### config.mk
export PLATFORM = sky130hd
export DESIGN_NAME = la_prbs
export DESIGN_NICKNAME = d
export VERILOG_FILES = /design/src/rtl/la_prbs.sv
export SDC_FILE = /design/constraint.sdc
export NUM_CORES = 1
export LEC_CHECK = 0
export ABC_AREA = 1
export CORE_ASPECT_RATIO = 0.75
export CORE_MARGIN = 10
export CORE_UTILIZATION = 45
export DETAILED_ROUTE_END_ITERATION = 16
export GPL_ROUTABILITY_DRIVEN = 1
export GPL_TIMING_DRIVEN = 0
export PLACE_DENSITY = 0.68
export RECOVER_POWER = 100
export SYNTH_ARGS = -nofsm -noshare
export SYNTH_HDL_FRONTEND = slang
export SYNTH_HIERARCHICAL = 1
export SYNTH_SLANG_ARGS = --single-unit
### constraint.sdc
create_clock -name clk -period 3.2 [get_ports clk]
set_input_delay 0.64 -clock clk [delete_from_list [all_inputs] [get_ports clk]]
set_output_delay 0.64 -clock clk [all_outputs]
set_load 0.01 [all_outputs]
### src/rtl/la_prbs.sv
// PRBS7/9/15/31 generator and self-synchronising checker with lock tracking and saturating error count.
// la_prbs_xor4 models the stdlib 4-input XOR cell that supplies the feedback and compare terms.

module la_prbs_xor4 #(
    parameter PROP = "DEFAULT"
) (
    input  logic [3:0] a_i,
    output logic       y_o
);
    if (PROP == "DEFAULT") begin : g_flat
        assign y_o = ^a_i;
    end else begin : g_tree
        assign y_o = (a_i[0] ^ a_i[1]) ^ (a_i[2] ^ a_i[3]);
    end
endmodule

// state | meaning
// HUNT  | checker register loads received bits, counting consecutive predicted matches
// LOCK  | checker free-runs on its own prediction, counting and flagging mismatches
module la_prbs #(
    parameter     PROP    = "DEFAULT",
    parameter int CW      = 16,
    parameter int LOCKCNT = 40,
    parameter int LOSSCNT = 8
) (
    input  logic          clk,
    input  logic          reset,
    input  logic [1:0]    mode,
    input  logic          en,
    output logic          gen_out,
    input  logic          chk_in,
    input  logic          chk_valid,
    input  logic          err_clr,
    output logic          locked,
    output logic          err,
    output logic [CW-1:0] err_cnt
);
    localparam int             MW         = $clog2(LOCKCNT + 1);
    localparam logic [MW-1:0]  MATCH_LAST = MW'(LOCKCNT - 1);
    localparam logic [7:0]     MISS_LAST  = 8'(LOSSCNT - 1);

    typedef enum logic {HUNT = 1'b0, LOCK = 1'b1} state_t;

    state_t        state_q;
    logic [1:0]    mode_q;
    logic [30:0]   s_q;
    logic [30:0]   c_q;
    logic          gen_q;
    logic [MW-1:0] match_q;
    logic [7:0]    miss_q;
    logic          locked_q;
    logic          err_q;
    logic [CW-1:0] cnt_q;

    logic [MW-1:0] match_d;
    logic [7:0]    miss_d;
    logic [CW-1:0] cnt_d;

    logic        s_hi, s_lo, c_hi, c_lo;
    logic [30:0] c_mask;
    logic        gen_fb, pred, mism, c_nz;

    always_comb begin
        s_hi   = s_q[6];
        s_lo   = s_q[5];
        c_hi   = c_q[6];
        c_lo   = c_q[5];
        c_mask = 31'h0000_007F;
        case (mode_q)
            2'd1: begin
                s_hi   = s_q[8];
                s_lo   = s_q[4];
                c_hi   = c_q[8];
                c_lo   = c_q[4];
                c_mask = 31'h0000_01FF;
            end
            2'd2: begin
                s_hi   = s_q[14];
                s_lo   = s_q[13];
                c_hi   = c_q[14];
                c_lo   = c_q[13];
                c_mask = 31'h0000_7FFF;
            end
            2'd3: begin
                s_hi   = s_q[30];
                s_lo   = s_q[27];
                c_hi   = c_q[30];
                c_lo   = c_q[27];
                c_mask = 31'h7FFF_FFFF;
            end
            default: ;
        endcase
    end

    la_prbs_xor4 #(.PROP(PROP)) u_gen_fb (.a_i({2'b00, s_hi, s_lo}), .y_o(gen_fb));
    la_prbs_xor4 #(.PROP(PROP)) u_pred   (.a_i({2'b00, c_hi, c_lo}), .y_o(pred));
    la_prbs_xor4 #(.PROP(PROP)) u_cmp    (.a_i({1'b0, c_hi, c_lo, chk_in}), .y_o(mism));

    // The all-zero guard keeps a stuck-at-0 line from looking like a perfect match.
    assign c_nz    = |(c_q & c_mask);
    assign match_d = match_q + 1'b1;
    assign miss_d  = miss_q + 1'b1;
    assign cnt_d   = (&cnt_q) ? cnt_q : cnt_q + 1'b1;

    always_ff @(posedge clk) begin
        if (reset) begin
            state_q  <= HUNT;
            mode_q   <= mode;
            s_q      <= '1;
            c_q      <= '0;
            gen_q    <= 1'b0;
            match_q  <= '0;
            miss_q   <= '0;
            locked_q <= 1'b0;
            err_q    <= 1'b0;
            cnt_q    <= '0;
        end else begin
            err_q <= 1'b0;
            if (err_clr) begin
                cnt_q <= '0;
            end
            if (mode != mode_q) begin
                mode_q   <= mode;
                s_q      <= '1;
                c_q      <= '0;
                state_q  <= HUNT;
                locked_q <= 1'b0;
                match_q  <= '0;
                miss_q   <= '0;
            end else begin
                if (en) begin
                    s_q   <= {s_q[29:0], gen_fb};
                    gen_q <= gen_fb;
                end
                if (chk_valid) begin
                    case (state_q)
                        HUNT: begin
                            c_q <= {c_q[29:0], chk_in};
                            if (!mism && c_nz) begin
                                match_q <= match_d;
                                if (match_q == MATCH_LAST) begin
                                    state_q  <= LOCK;
                                    locked_q <= 1'b1;
                                    miss_q   <= '0;
                                end
                            end else begin
                                match_q <= '0;
                            end
                        end
                        LOCK: begin
                            // Shift the prediction, not the input, so one bad bit counts once.
                            c_q <= {c_q[29:0], pred};
                            if (mism) begin
                                err_q <= 1'b1;
                                if (!err_clr) begin
                                    cnt_q <= cnt_d;
                                end
                                if (miss_q == MISS_LAST) begin
                                    state_q  <= HUNT;
                                    locked_q <= 1'b0;
                                    match_q  <= '0;
                                    miss_q   <= '0;
                                end else begin
                                    miss_q <= miss_d;
                                end
                            end else begin
                                miss_q <= '0;
                            end
                        end
                        default: state_q <= HUNT;
                    endcase
                end
            end
        end
    end

    assign gen_out = gen_q;
    assign locked  = locked_q;
    assign err     = err_q;
    assign err_cnt = cnt_q;

endmodule

Yosys cells after proc, flatten, opt, wreduce, memory -nomap -nowiden

Index checks and enable logic that the tools add are counted.

Bits in registers: 98
Bits of input ports: 8
Output and inout bits: 19
Word-level logic and storage cells: 77

Add/subtract/negate cells: 3
Eq/ne operators: 11
Mux-type cells: 35
Bitwise gates (word level): 4
Reduce and logical (&&, ||, !) cells: 14

Operator list:

| cell                                                                   | number |
|---|---|
| 16-bit 2-to-1 mux                                                      | 7 |
| 31-bit case mux with 3 select lines                                    | 1 |
| 31-bit case mux with 2 select lines                                    | 1 |
| 8-bit 2-to-1 mux                                                       | 4 |
| 31-bit AND                                                             | 1 |
| 31-bit OR reduction                                                    | 1 |
| 6-bit 2-to-1 mux                                                       | 3 |
| 16-bit by 1-bit adder with 16-bit output (second input constant)       | 1 |
| 8-bit case mux with 2 select lines                                     | 1 |
| 16-bit AND reduction                                                   | 1 |
| 1-bit case mux with 3 select lines                                     | 4 |
| 6-bit case mux with 2 select lines                                     | 1 |
| 4-bit XOR reduction                                                    | 3 |
| 1-bit 2-to-1 mux                                                       | 9 |
| 8-bit by 1-bit adder with 8-bit output (second input constant)         | 1 |
| 8-bit by 3-bit equality test with 1-bit output (second input constant) | 1 |
| 6-bit by 1-bit adder with 6-bit output (second input constant)         | 1 |
| 6-bit equality test (second input constant)                            | 1 |
| 6-bit by 5-bit != test with 1-bit output (second input constant)       | 1 |
| 3-bit AND reduction                                                    | 2 |
| 5-bit AND reduction                                                    | 1 |
| 2-bit equality test (second input constant)                            | 2 |
| 2-bit 2-to-1 mux                                                       | 2 |
| 2-bit by 1-bit != test with 1-bit output (second input constant)       | 2 |
| 11 further kinds                                                       | 15 |

Logic depth before layout (Yosys ltp)

Gate-level depths: netlist of run 1.

Depth in word-level cells: 7
Depth in mapped cells: 21
Depth with buffers taken out: 19

Hierarchy

Netlist of run 1, hierarchy kept.

Modules (own cells, without submodules):

| module       | times used | cells each | area each (µm²) | sequential area each (µm²) |
|---|---|---|---|---|
| la_prbs      | 1          | 622        | 4355.4          | 1981.9 |
| la_prbs_xor4 | 3          | 19         | 73.8            | 0.0 |

Worst setup path before layout of run 1

OpenSTA, ideal clock, no wires.

Path kind: register -> register
Start point: register mode_q[1]
End point: register cnt_q[9], in the netlist err_cnt[9]
Setup time: 114 ps
Arrival time: 2394 ps
Path slack: 692 ps
Cell stages (with the launch flop): 19
Buffers on the path: 2
Cells stage by stage: edfxtp_1 > buf_6 > nor2_1 > a221oi_1 > a22oi_1 > nor2_1 > nor2_2 > nand2_1 > nand2_1 > buf_2 > nand2_1 > nor2_1 > nand2_4 > nor2_4 > nand3_2 > nand2_1 > nor2_1 > a21oi_1 > nor2_1

Word-level cells in the longest chain between the ends: 7
Elaborated cells between the ends (all ways): 12
Those cells by class: 5 x eq/ne; 6 x mux; 1 x reduce/logical

RTL lines:

| item                                                                                  | line | source |
|---|---|---|
| start: declaration                                                                    | 45   | `logic [1:0] mode_q;` |
| start signal: assignment                                                              | 108  | `mode_q <= mode;` |
| start signal: assignment                                                              | 123  | `mode_q <= mode;` |
| 2-bit equality test or 2-bit by 1-bit equality test with 1-bit output (tied branches) | 69   | `case (mode_q)` |
| 1-bit case mux with 3 select lines (*)                                                | 69   |  |
| named net c_lo                                                                        | 59   | `logic s_hi, s_lo, c_hi, c_lo;` |
| 4-bit XOR reduction (*)                                                               | 11   | `assign y_o = ^a_i;` |
| named net mism                                                                        | 61   | `logic gen_fb, pred, mism, c_nz;` |
| 16-bit 2-to-1 mux                                                                     | 153  | `if (mism) begin` |
| 16-bit 2-to-1 mux                                                                     | 136  | `case (state_q)` |
| 16-bit 2-to-1 mux                                                                     | 135  | `if (chk_valid) begin` |
| 16-bit 2-to-1 mux                                                                     | 122  | `if (mode != mode_q) begin` |
| end signal: assignment                                                                | 156  | `cnt_q <= cnt_d;` |
| end: declaration                                                                      | 53   | `logic [CW-1:0] cnt_q;` |

Mark *: on every way through the listed nets, which the timed path passes. The rest lies on a longest branch.
A chain may end at the register's enable or synchronous reset.

Final worst setup path of run 1

Start point: register mode_q[0]
End point: register cnt_q[13], in the netlist err_cnt[13]

Same word-level chain as after synthesis.

==> results_dict.tcl, run 1 <==
set metrics [dict create \
    cp_data_arrival_time_ns 3.12 \
    n_fill_cell 987 \
    yosys.area.top_type_share_pct 42.0 \
    internal_power_w 0.00202 \
    seq_area_mm2 0.00198 \
    drive_gt1_share_pct 5.71 \
    crit_type "reg2reg" \
    cp_slowest_stage_delay_ns 0.47 \
    worstMarginPinSlew_ns 0.711 \
    syn_area_mm2 0.00458 \
    fmax_mhz 346 \
    fin_skew_ns 0.00956 \
    startpoint_type "flop" \
    cts-htree-levels 3 \
    syn_avg_cell_area_um2 6.74 \
    hold_buffers 0 \
    cts_sinks 98 \
    synth_flop_cell "dfxtp_1" \
    p_clk_share_pct 45.2 \
    setup_tns_ns 0 \
    async_flop_share_pct 0 \
    post-route-drc-count 0 \
    max_cap_violations 0 \
    hold_viol 0 \
    core_area_mm2 0.00977 \
    place_congestion 0.848 \
    peakVddDrop_v 0.000300 \
    p_leak_nw 2.24 \
    hpwl_um 7560 \
    drt_pass1_iterations 5 \
    cp_common_cell "nand2_1" \
    io_pins 27 \
    critPathBufInv 3 \
    min_from "match_q[5]$_SDFFE_PP0P_" \
    drt_iter0_markers 250 \
    cts_root_buf "clkbuf_16" \
    ys_ff_latch 98 \
    grt_first_pass_wirelength_um 17700 \
    vias 4326 \
    final_cell_area_mm2 0.00538 \
    synth_common_cells "nand2_1 (220), dfxtp_1 (96), nor2_1 (79)" \
    crit_slowest_cell "edfxtp_1" \
    pwr-share-comb_pct 7.5 \
    max_slew_margin_pct 52.4 \
    hold_path.class "reg2reg" \
    synth_edf_count 2 \
    dieWidth_um 136 \
    end_kind "flop" \
    yosys.cell_count.top_type "nand2_1" \
    clk_path_buf_depth 2 \
    period_minus_slack_ns 2.89 \
    final_nets 741 \
    cts_made_buffers 9 \
    crit_required_ns 3.43 \
    grt_usage_pct 14.4 \
    wl_per_cell_um 12.0 \
    die_h_um 107 \
    multi_input_area_mm2 0.00224 \
    seqPwrFrac_pct 47.3 \
    grt_overflow_total 0 \
    area_growth_pct 17.4 \
    rsz0062_at_grt "false" \
    rows 31 \
    ys_warn_count 6 \
    netlist_instances 679 \
    grt_start_max_net_pins 17 \
    p_switching_w 0.000619 \
    io_buffer_count 25 \
    ys_seq_area_share_pct 43.3 \
    status "finished, final reports clean" \
    final_max_slew_viol_count 0 \
    drt_wl_total_um 10400 \
    cts_tree "yes" \
    placed_area_mm2 0.00504 \
    yosys-top-cells-area "dfxtp_1 (42%), nand2_1 (18%), nor2_1 (6.5%), a21oi_1 (6.5%), nand3_1 (6.0%)" \
    yosys.area.top_type "dfxtp_1" \
    vias_per_cell 4.99 \
    antennaDiodeCount 0 \
    path_delay_family "simple AND/OR/NAND/NOR gates" \
    timing.final.crit_share_pct 90.2 \
    antenna_left 0 \
    pwr_density_cell_mw_per_mm2 492 \
    synth_cell_type_count 34 \
    finalSetupViolCount 0 \
    clk_latency_ns 0.35 \
    antenna_found_initial 0 \
    r2r_start "mode_q[0]$_DFFE_PP_" \
    clkSlewWorstSetupHoldPaths_ns 0.07 \
    path_max_fanout 8 \
    start_util_pct 46.8 \
    startpoint "mode_q[0]$_DFFE_PP_" \
    grt_pass1_vias 3968 \
    finalPower_w 0.00264 \
    netSwitchingFraction_pct 23.4 \
    crit_chain "inv_2 -> nor2_2 -> a221oi_1 -> a22oi_2 -> nand2_1 -> inv_1 -> nor2_2 -> nand2_1 -> nand2_1 -> clkbuf_2 -> nand2_1 -> nor2_1 -> nand2_4 -> nor2_1 -> nand4_1 -> o21ai_0 -> nor2_1" \
    die_area_mm2 0.0146 \
]
[cell type report]
class	count	share of cell area (%)
Inverter	72	5.03
Tap cell	132	3.07
Timing Repair Buffer	26	4.80
Sequential cell	98	36.9
Clock buffer	12	5.38
Multi-Input combinational cell	496	41.7
Buffer	27	2.12
Clock inverter	4	1.00
[state kept, by name (all words and copies together), names as in the netlist]
name     flops
miss_q       8
match_q      6
state_q      1
mode_q       2
locked       1
s_q         31
err          1
c_q         31
gen_out      1
err_cnt     16
[worst paths after layout]
kind | slack, ns | cells after the start | endpoint
setup / recovery | 0.31 | 17 | err_cnt[13]$_SDFFE_PP0P_
hold / removal | 0.46 | 2 | match_q[5]$_SDFFE_PP0P_
setup reg to reg | 0.31 | 17 | err_cnt[13]$_SDFFE_PP0P_
hold reg to reg | 0.46 | 2 | match_q[5]$_SDFFE_PP0P_
[power groups by stage]
stage               Combinational (W)  Clock, W  Sequential, W
floorplan                    0.000149         0        0.00128
global placement             0.000194         0        0.00128
detailed placement           0.000199         0        0.00128
CTS                          0.000200   0.00122        0.00125
global route                 0.000228   0.00127        0.00125
finish                       0.000198   0.00119        0.00125
[worst reg2reg max path: cells and delay by family, from the launching register on]
kind | cells | cell delay (ns)
AO/OA/AOI/OAI | 3 | 0.66
buffers and inverters | 3 | 0.41
flip-flops | 1 | 0.47
AND/OR/NAND/NOR | 11 | 1.27
[cells by family after synthesis]
kind of cell / count (synthesis) / synth area share, %
DFF: 98 / 43.3
xor gates and xnor gates: 3 / 0.574
buffers and inverters: 99 / 8.64
AOI/OAI and AO/OA: 80 / 9.49
adders and majority gates: 3 / 0.820
other: 1 / 0.0819
and+or+nand+nor: 395 / 37.1
[metal layers]
metal	vias up	share of wire [%]	track usage [%]	routed length [µm]
met3	12	4.6	3.64	472
met5	-	0	0	0
li1	2236	-	-	-
met4	0	1.2	4.55	123
met1	1991	48	18.0	4990
met2	87	46	23.8	4780
[per-stage QoR]
stage,instances,setup WS (ns),hold WS (ns),utilization [%]
5_1_grt,867,0.0289,0.492,55.0
3_3_place_gp,850,0.201,0.450,51.6
3_5_place_dp,850,0.112,0.455,51.6
6_report,867,0.313,0.464,55.0
2_1_floorplan,693,0.692,0.439,-
4_1_cts,866,0.0920,0.466,55.1
[timing repair]
item / in CTS / in global routing
endpoints found under the setup margin: 0 / 15
buffers inserted: 0 / 1
resized for setup: 0 / 4
[layout by cell type (no fill, tap or decap), types with 3 or more instances in the layout]
cell / count
clkbuf_1: 21
conb_1: 15
nand3b_1: 3
buf_2: 3
xor2_1: 3
nand2_1: 221
nor2_1: 80
nor3_1: 5
nand4_1: 11
o21ai_0: 14
a21oi_1: 59
clkbuf_16: 11
nor4_1: 3
dfxtp_1: 96
ha_1: 3
clkdlybuf4s50_1: 4
dlygate4sd3_1: 21
nor2_2: 4
inv_1: 69
nand3_2: 4
nand3_1: 55
Power figures use the tool's default switching activity.
==> run 2, diff against run 1 <==
--- a/config.mk
+++ b/config.mk
@@ -12,6 +12,7 @@
 export DETAILED_ROUTE_END_ITERATION = 16
 export GPL_ROUTABILITY_DRIVEN = 1
 export GPL_TIMING_DRIVEN = 0
+export MAX_ROUTING_LAYER = met4
 export PLACE_DENSITY = 0.68
 export RECOVER_POWER = 100
 export SYNTH_ARGS = -nofsm -noshare
==> results_dict.tcl, run 2 (synthesized netlist as in run 1, its figures left out) <==
set metrics [dict create \
    reg2regPathDepth 16 \
    pwr-share-comb_pct 7.5 \
    endpoint "err_cnt[13]$_SDFFE_PP0P_" \
    crit_chain "inv_2 -> nor2_2 -> a221oi_1 -> a22oi_2 -> nor2_1 -> nor2_2 -> nand2_1 -> nand2_1 -> clkbuf_2 -> nand2_1 -> nor2_1 -> nand2_4 -> nor2_1 -> nand4_1 -> o21ai_0 -> nor2_1" \
    core_area_mm2 0.00977 \
    p_clk_share_pct 45.2 \
    cp_common_cell "nor2_1" \
    p_switching_w 0.000620 \
    p_leak_nw 2.24 \
    cp_slowest_stage_delay_ns 0.45 \
    drt_wl_total_um 10300 \
    startpoint "mode_q[0]$_DFFE_PP_" \
    setup_tns_ns 0 \
    rows 31 \
    cts_root_buf "clkbuf_16" \
    cts_made_buffers 9 \
    final_common_cell "nand2_1" \
    die_area_mm2 0.0146 \
    cp_data_arrival_time_ns 3.12 \
    hold_buffers 0 \
    startpoint_type "flop" \
    start_util_pct 46.8 \
    pre_cts_slack_ns 0.112 \
    wl_per_cell_um 11.9 \
    crit_required_ns 3.44 \
    cts-htree-levels 3 \
    vias_per_cell 4.98 \
    period_minus_slack_ns 2.89 \
    grt_pass1_vias 3966 \
    pwr_density_cell_mw_per_mm2 492 \
    grt_overflow_total 0 \
    antenna_found_initial 0 \
    peakVddDrop_v 0.000301 \
    antenna_left 0 \
    fmax_mhz 346 \
    r2r-end "err_cnt[13]$_SDFFE_PP0P_" \
    max_cap_violations 0 \
    netSwitchingFraction_pct 23.4 \
    antennaDiodeCount 0 \
    crit_slowest_cell "edfxtp_1" \
    final_max_slew_viol_count 0 \
    max_slew_margin_pct 51.8 \
    fin_skew_ns 0.00958 \
    place_congestion 0.862 \
    grt_start_max_net_pins 17 \
    crit_type "reg2reg" \
    hpwl_um 7560 \
    grt_usage_pct 14.8 \
    seqPwrFrac_pct 47.3 \
    drive_gt1_share_pct 5.71 \
    final_util_pct 55.0 \
    cts_tree "yes" \
    status "finished, final reports clean" \
    critPathBufInv 2 \
    drt_pass1_iterations 4 \
    path_delay_family "simple AND/OR/NAND/NOR gates" \
    io_buffer_count 25 \
    clkSlewWorstSetupHoldPaths_ns 0.07 \
    drt_iter0_markers 263 \
    cts_sinks 98 \
    finalSetupViolCount 0 \
    area_growth_pct 17.4 \
    end_kind "flop" \
    final_cell_mix "nand2_1 (221), dfxtp_1 (96), nor2_1 (80)" \
    timing.final.crit_share_pct 90.2 \
    r2r_setup_slack_ns 0.31 \
    internal_power_w 0.00202 \
    cp.depth 16 \
    worstMarginPinSlew_ns 0.720 \
    grt_first_pass_wirelength_um 17700 \
    io_pins 27 \
    vias 4315 \
    hold_path.class "reg2reg" \
    final_nets 741 \
    path_max_fanout 8 \
    r2r_start "mode_q[0]$_DFFE_PP_" \
    hold_viol 0 \
    rsz0062_at_grt "false" \
    dieWidth_um 136 \
    clk_path_buf_depth 2 \
    clk_latency_ns 0.35 \
    die_h_um 107 \
    worst_slack_ns 0.312 \
    post-route-drc-count 0 \
    finalPower_w 0.00264 \
]
-- run 2: cell counts in the layout (fill, tap and decap cells not counted) --
Identical to the previous run, type by type.
-- run 2: layout make-up --
class	instances	area (µm²)
multi-input cells	496	2240
plain buffers	27	114
well taps	132	165
repair buffers	26	258
inverters	72	270
flip-flops and latches	98	1980
clock buffers	12	289
fillers	987	4400
clock inverters	4	53.8
-- run 2: how the worst min path moves through the flow --
stage	end	from	slack, ns	cells past startpoint
global placement	s_q[12]$_SDFFE_PP1P_	s_q[11]$_SDFFE_PP1P_	0.45	2
detailed placement	s_q[13]$_SDFFE_PP1P_	s_q[12]$_SDFFE_PP1P_	0.46	2
CTS	match_q[5]$_SDFFE_PP0P_	match_q[5]$_SDFFE_PP0P_	0.47	2
global route	s_q[16]$_SDFFE_PP1P_	s_q[16]$_SDFFE_PP1P_	0.49	2
finish	match_q[5]$_SDFFE_PP0P_	match_q[5]$_SDFFE_PP0P_	0.46	2
floorplan	s_q[3]$_SDFFE_PP1P_	s_q[2]$_SDFFE_PP1P_	0.44	2
-- run 2: worst reg2reg max path: cells and delay by family, from the launching register on --
kind                   cells  cell delay, ns
buffers and inverters      2            0.31
flip-flops                 1            0.45
AO/OA/AOI/OAI              3            0.63
AND/OR/NAND/NOR           11            1.41
-- run 2: routing by layer --
metal | track usage [%] | up-vias | wire length, µm
met5 | - | - | 0
met4 | 4.55 | 0 | 112
met3 | 3.64 | 10 | 464
met2 | 23.7 | 78 | 4800
met1 | 18.0 | 1991 | 4960
li1 | - | 2236 | -
-- run 2: repair_timing --
item,4_1_cts,5_1_grt
setup endpoints to repair,0,15
gates resized for setup,0,4
setup buffers,0,1
-- run 2: metrics by stage --
stage	hold WS (ns)	instances	area, µm²
2_1_floorplan	0.439	693	4630
3_3_place_gp	0.450	850	5040
3_5_place_dp	0.455	850	5040
4_1_cts	0.466	866	5390
5_1_grt	0.492	867	5380
6_report	0.464	867	5380
-- run 2: power by group through the flow --
stage | sequential [W] | clock (W) | combinational (W)
after CTS | 0.00125 | 0.00122 | 0.000200
final | 0.00125 | 0.00120 | 0.000198
after global routing | 0.00125 | 0.00127 | 0.000228
after global placement | 0.00128 | 0 | 0.000194
after detailed placement | 0.00128 | 0 | 0.000199
after floorplan | 0.00128 | 0 | 0.000149
